## config.mk

```make
export PLATFORM = sky130hd
export DESIGN_NAME = button_conditioner
export DESIGN_NICKNAME = d
export VERILOG_FILES = /design/src/rtl/button_conditioner.sv
export SDC_FILE = /design/constraint.sdc
export NUM_CORES = 1
export LEC_CHECK = 0
export CAP_MARGIN = 10
export CELL_PAD_IN_SITES_DETAIL_PLACEMENT = 0
export CELL_PAD_IN_SITES_GLOBAL_PLACEMENT = 2
export CORE_UTILIZATION = 42
export DETAILED_ROUTE_END_ITERATION = 10
export PLACE_DENSITY = 0.92
export SLEW_MARGIN = 20
export SYNTH_ARGS = -nofsm -noshare
export SYNTH_HDL_FRONTEND = slang
export SYNTH_SLANG_ARGS = --single-unit
```

## constraint.sdc

```tcl
create_clock -name clk -period 3.6 [get_ports clk]
set_clock_uncertainty 0.2 [all_clocks]
set_input_delay 0.72 -clock clk [delete_from_list [all_inputs] [get_ports clk]]
set_output_delay 0.72 -clock clk [all_outputs]
set_load 0.03 [all_outputs]
```

## src/rtl/button_conditioner.sv

```systemverilog
// Button front end for the LFU controller: 2-FF sync, debounce, stuck masking, arbitration.
// Define BTN_RR_ARB_EN for round-robin arbitration; otherwise fixed priority b1 > b2 > b3 > b4.
module button_conditioner #(
    parameter int DEBOUNCE_CYCLES = 16,
    parameter int STUCK_TICKS     = 8
) (
    input  logic       clk,
    input  logic       rst,
    input  logic [3:0] raw_btn,
    input  logic       tick,
    output logic       b1,
    output logic       b2,
    output logic       b3,
    output logic       b4,
    output logic       valid,
    output logic [3:0] stuck
);

    localparam int DW = $clog2(DEBOUNCE_CYCLES + 1);
    localparam int SW = $clog2(STUCK_TICKS + 1);
    localparam logic [DW-1:0] DEB_LAST  = DW'(DEBOUNCE_CYCLES - 1);
    localparam logic [SW-1:0] HOLD_LAST = SW'(STUCK_TICKS - 1);
    localparam logic [SW-1:0] HOLD_MAX  = SW'(STUCK_TICKS);

    logic [3:0]    sync_meta;
    logic [3:0]    synced;
    logic [3:0]    debounced;
    logic [3:0]    debounced_next;
    logic [DW-1:0] deb_cnt [4];
    logic [SW-1:0] hold_cnt [4];
    logic [3:0]    stuck_set;
    logic [3:0]    stuck_next;
    logic [3:0]    req;
    logic [3:0]    grant;
    logic [3:0]    grant_q;

    always_ff @(posedge clk) begin
        if (rst) begin
            sync_meta <= '0;
            synced    <= '0;
        end else begin
            sync_meta <= raw_btn;
            synced    <= sync_meta;
        end
    end

    // A new level is accepted on the edge where its disagreement run reaches DEBOUNCE_CYCLES.
    always_comb begin
        debounced_next = debounced;
        for (int i = 0; i < 4; i++) begin
            if ((synced[i] != debounced[i]) && (deb_cnt[i] == DEB_LAST)) begin
                debounced_next[i] = synced[i];
            end
        end
    end

    always_ff @(posedge clk) begin
        if (rst) begin
            debounced <= '0;
            for (int i = 0; i < 4; i++) begin
                deb_cnt[i] <= '0;
            end
        end else begin
            debounced <= debounced_next;
            for (int i = 0; i < 4; i++) begin
                if (synced[i] == debounced[i]) begin
                    deb_cnt[i] <= '0;
                end else if (deb_cnt[i] == DEB_LAST) begin
                    deb_cnt[i] <= '0;
                end else begin
                    deb_cnt[i] <= deb_cnt[i] + 1'b1;
                end
            end
        end
    end

    // The stuck flag takes effect on the tick that saturates the hold count, masking that same grant.
    always_comb begin
        stuck_set  = '0;
        stuck_next = '0;
        for (int i = 0; i < 4; i++) begin
            stuck_set[i]  = tick && debounced[i] && (hold_cnt[i] == HOLD_LAST);
            stuck_next[i] = (stuck[i] | stuck_set[i]) & debounced_next[i];
        end
    end

    always_ff @(posedge clk) begin
        if (rst) begin
            stuck <= '0;
            for (int i = 0; i < 4; i++) begin
                hold_cnt[i] <= '0;
            end
        end else begin
            stuck <= stuck_next;
            for (int i = 0; i < 4; i++) begin
                if (!debounced[i]) begin
                    hold_cnt[i] <= '0;
                end else if (tick && (hold_cnt[i] != HOLD_MAX)) begin
                    hold_cnt[i] <= hold_cnt[i] + 1'b1;
                end
            end
        end
    end

    assign req = debounced & ~stuck_next;

`ifdef BTN_RR_ARB_EN
    logic [1:0] ptr;
    logic [1:0] grant_idx;
    logic [1:0] scan_idx;
    logic       found;

    always_comb begin
        grant     = '0;
        grant_idx = ptr;
        scan_idx  = ptr;
        found     = 1'b0;
        for (int k = 0; k < 4; k++) begin
            scan_idx = ptr + 2'(k);
            if (!found && req[scan_idx]) begin
                found           = 1'b1;
                grant[scan_idx] = 1'b1;
                grant_idx       = scan_idx;
            end
        end
    end

    always_ff @(posedge clk) begin
        if (rst) begin
            ptr <= '0;
        end else if (tick && (req != 4'b0000)) begin
            ptr <= grant_idx + 2'd1;
        end
    end
`else
    // Isolating the lowest set bit gives b1 > b2 > b3 > b4.
    assign grant = req & (~req + 4'd1);
`endif

    always_ff @(posedge clk) begin
        if (rst) begin
            grant_q <= '0;
            valid   <= 1'b0;
        end else if (tick) begin
            grant_q <= grant;
            valid   <= (req != 4'b0000);
        end else begin
            valid   <= 1'b0;
        end
    end

    assign b1 = grant_q[0];
    assign b2 = grant_q[1];
    assign b3 = grant_q[2];
    assign b4 = grant_q[3];

    a_onehot_grant : assert property (@(posedge clk) disable iff (rst) $onehot0(grant_q));
    a_valid_nonzero : assert property (@(posedge clk) disable iff (rst) valid |-> (grant_q != 4'b0000));

endmodule

```

==> flow_summary.ini <==
[status]
outcome = complete, no violations

[synthesis]
synthTopCellsByArea = edfxtp_1 (40%), dfxtp_1 (16%), ha_1 (7.5%)
syn_area_sq_um = 2673
synth_top_area_share = 0.4045
syn_area_per_cell_sq_um = 11.18
yosysSeqAreaShare = 0.5618
synth_ff_type = edfxtp_1
yosysTopAreaCell = edfxtp_1
synthDistinctLibCells = 39
synth_async_sr_flop_share = 0
ys_ff_latch = 57
synth_edf_count = 36
yosysWarnings = 0
netlist_instances = 239

[clock_network]
cts_setup_buffers = 0
clkTransAtPathRegs_ps = 60
clock_path_buffers = 2
worstSkewPairLatency_ps = 330
clock_sinks = 57
cts_tree = done
cts_max_level = 3
ctsResizeCount = 0
clockRootBuffer = clkbuf_8
cts_buffers = 9
cts.hold.buffers_added = 0

[critical_path]
crit_family = buffers and inverters
cp.depth = 1
end_kind = output pin
critPathRequiredTime_ps = 2680
cp_num_buf_inv = 1
startpoint_type = flop
ff2ff_path_depth = 5
path_cells = clkdlybuf4s50_1
cp.arrival_ps = 1410
max_stage_delay_ps = 700
crit_slowest_cell = clkdlybuf4s50_1
crit_fanout = 3
path_class = flop to output pin

[timing]
timing_hold_violations_final = 0
finalMaxSlewViolations = 0
fmax_mhz = 428.8
grt_setup_unrepaired = no
setup_tns_ps = 0
maxSlewHeadroom = 0.6532
setup_violations = 0
fin_crit_ps = 2332
worst_slew_pin_slew_ps = 514.8
whs_ps = 239.6
timing.final.crit_share = 0.6478

[grt]
grt_overflow_total = 0
grt_max_degree = 29
grt_pass1_vias = 1681
grt.total_usage = 0.1481
grt_pass1_wl_mm = 7.182
antenna_found_initial = 0

[detailed_routing]
firstDrtPassIters = 4
drc = 0
viasPerCell = 4.676
routed_wl_mm = 4.123
route.vias.total = 1688
drt_iter0_markers = 53
wl_per_cell_microns = 11.42
ant_nets = 0

[pwr]
p_per_area_nw_per_um2 = 402.6
ir_worst_vdd_mv = 0.2274
finalPower_uw = 1264
p_leak_uw = 0.001240

[worst_hold_path]
hold_path.class = flop to flop
hold_depth = 1

[floorplan]
top_level_ports = 16
dieArea_sq_um = 6686
start_util = 0.4435
die_h_microns = 81.77
core_sq_um = 6026
rows = 28
die_w_microns = 81.77

[placement]
place_area_sq_um = 2974
io_buffers = 15
detailed_place_hpwl_mm = 3.031
place.gp.congestion = 0.7306

[job]
cap_violations = 0

[layout]
finalNetCount = 304
drive_above_1_share = 0.07692
area_delta_synth_final_pct = 17.51
antenna_cells = 0
design_area_sq_um = 3141
-- worst paths after layout --
path / start / endpoint / slack [ps]
worst max register to register: deb_cnt[1][0]$_SDFFCE_PN0P_ / deb_cnt[1][3]$_SDFFCE_PN0P_ / 1620
worst min register to register: sync_meta[2]$_SDFF_PP0_ / synced[2]$_SDFF_PP0_ / 240
worst min-delay path: sync_meta[2]$_SDFF_PP0_ / synced[2]$_SDFF_PP0_ / 240
worst max-delay path: stuck[1]$_SDFF_PP0_ / stuck[1] / 1270
-- layout by cell type (no fill, tap or decap), types with 3 or more instances in the layout --
cell	n
nor3_1	3
nand2_1	5
edfxtp_1	36
clkdlybuf4s50_1	15
mux2i_1	5
nor2_1	43
conb_1	20
nand3_1	9
nor2b_1	12
clkbuf_1	3
and4b_1	3
clkbuf_8	10
a21oi_1	4
ha_1	16
xor2_1	8
xnor2_1	11
nand3b_1	6
and3_1	5
dfxtp_1	21
inv_1	24
-- worst register-to-register path: stages, from the launching register on --
cell and delay, ps:
edfxtp_1 410, ha_1 230, and3_1 160, ha_1 230, or3_1 480, nor2_1 130
-- power by group --
group | internal (uW) | switching, uW
Clock | 267 | 241
Sequential | 705 | 8.35
Combinational | 20.7 | 22.7
-- cells in the mapped netlist (2+ instances only) --
master	n
xnor2_1	11
nand3b_1	6
mux2i_1	5
nand3_1	9
clkbuf_1	2
nor3_1	3
clkbuf_2	2
edfxtp_1	36
ha_1	16
nand2_1	5
xor2_1	8
a21oi_1	4
o21ai_0	2
inv_1	24
a32o_2	2
nor2_1	43
and4b_1	3
and3_1	5
nor2b_1	12
or3_1	2
dfxtp_1	21
-- state kept, by name, summed over array words and instances, names as in the netlist --
register   count
deb_cnt       20
debounced      4
grant_q        4
hold_cnt      16
stuck          4
sync_meta      4
synced         4
valid          1
-- layout make-up --
class	instances	area, sq um
clock inverter	3	17.52
timing repair buffer	17	165.2
tap	75	93.84
sequential	57	1501
clock buffer	13	148.9
inverter	24	90.09
fill	554	2885
multi-input combinational	172	1124
-- kinds of logic after synthesis --
kind of cell / Yosys count / synth area share
flip-flops: 57 / 0.5618
multiplexers: 5 / 0.01873
AO/OA/AOI/OAI: 18 / 0.04963
AND/OR/NAND/NOR: 94 / 0.1868
XOR/XNOR: 19 / 0.06227
adder cells (fa/ha/maj): 16 / 0.07491
buffers and inverters: 29 / 0.04448
other: 1 / 0.001403
-- per-layer routing --
| layer | track usage | wire length [microns] | vias to the layer above | share of wire |
|---|---|---|---|---|
| met3 | 0.04667 | 163 | 8 | 0.040 |
| met1 | 0.1796 | 2027 | 774 | 0.49 |
| met2 | 0.2339 | 1852 | 23 | 0.45 |
| met4 | 0.07895 | 78 | 0 | 0.019 |
| met5 | 0 | 0 | - | 0 |
| li1 | - | - | 883 | - |
-- metrics by stage --
step,cells,setup WS (ps),util
6_report,361,1268,0.5212
5_1_grt,361,1220,0.5212
3_3_place_gp,345,1103,0.4936
2_1_floorplan,258,1602,-
4_1_cts,361,1252,0.5212
3_5_place_dp,345,1086,0.4936
No activity file was read; power rests on OpenSTA's default activity.
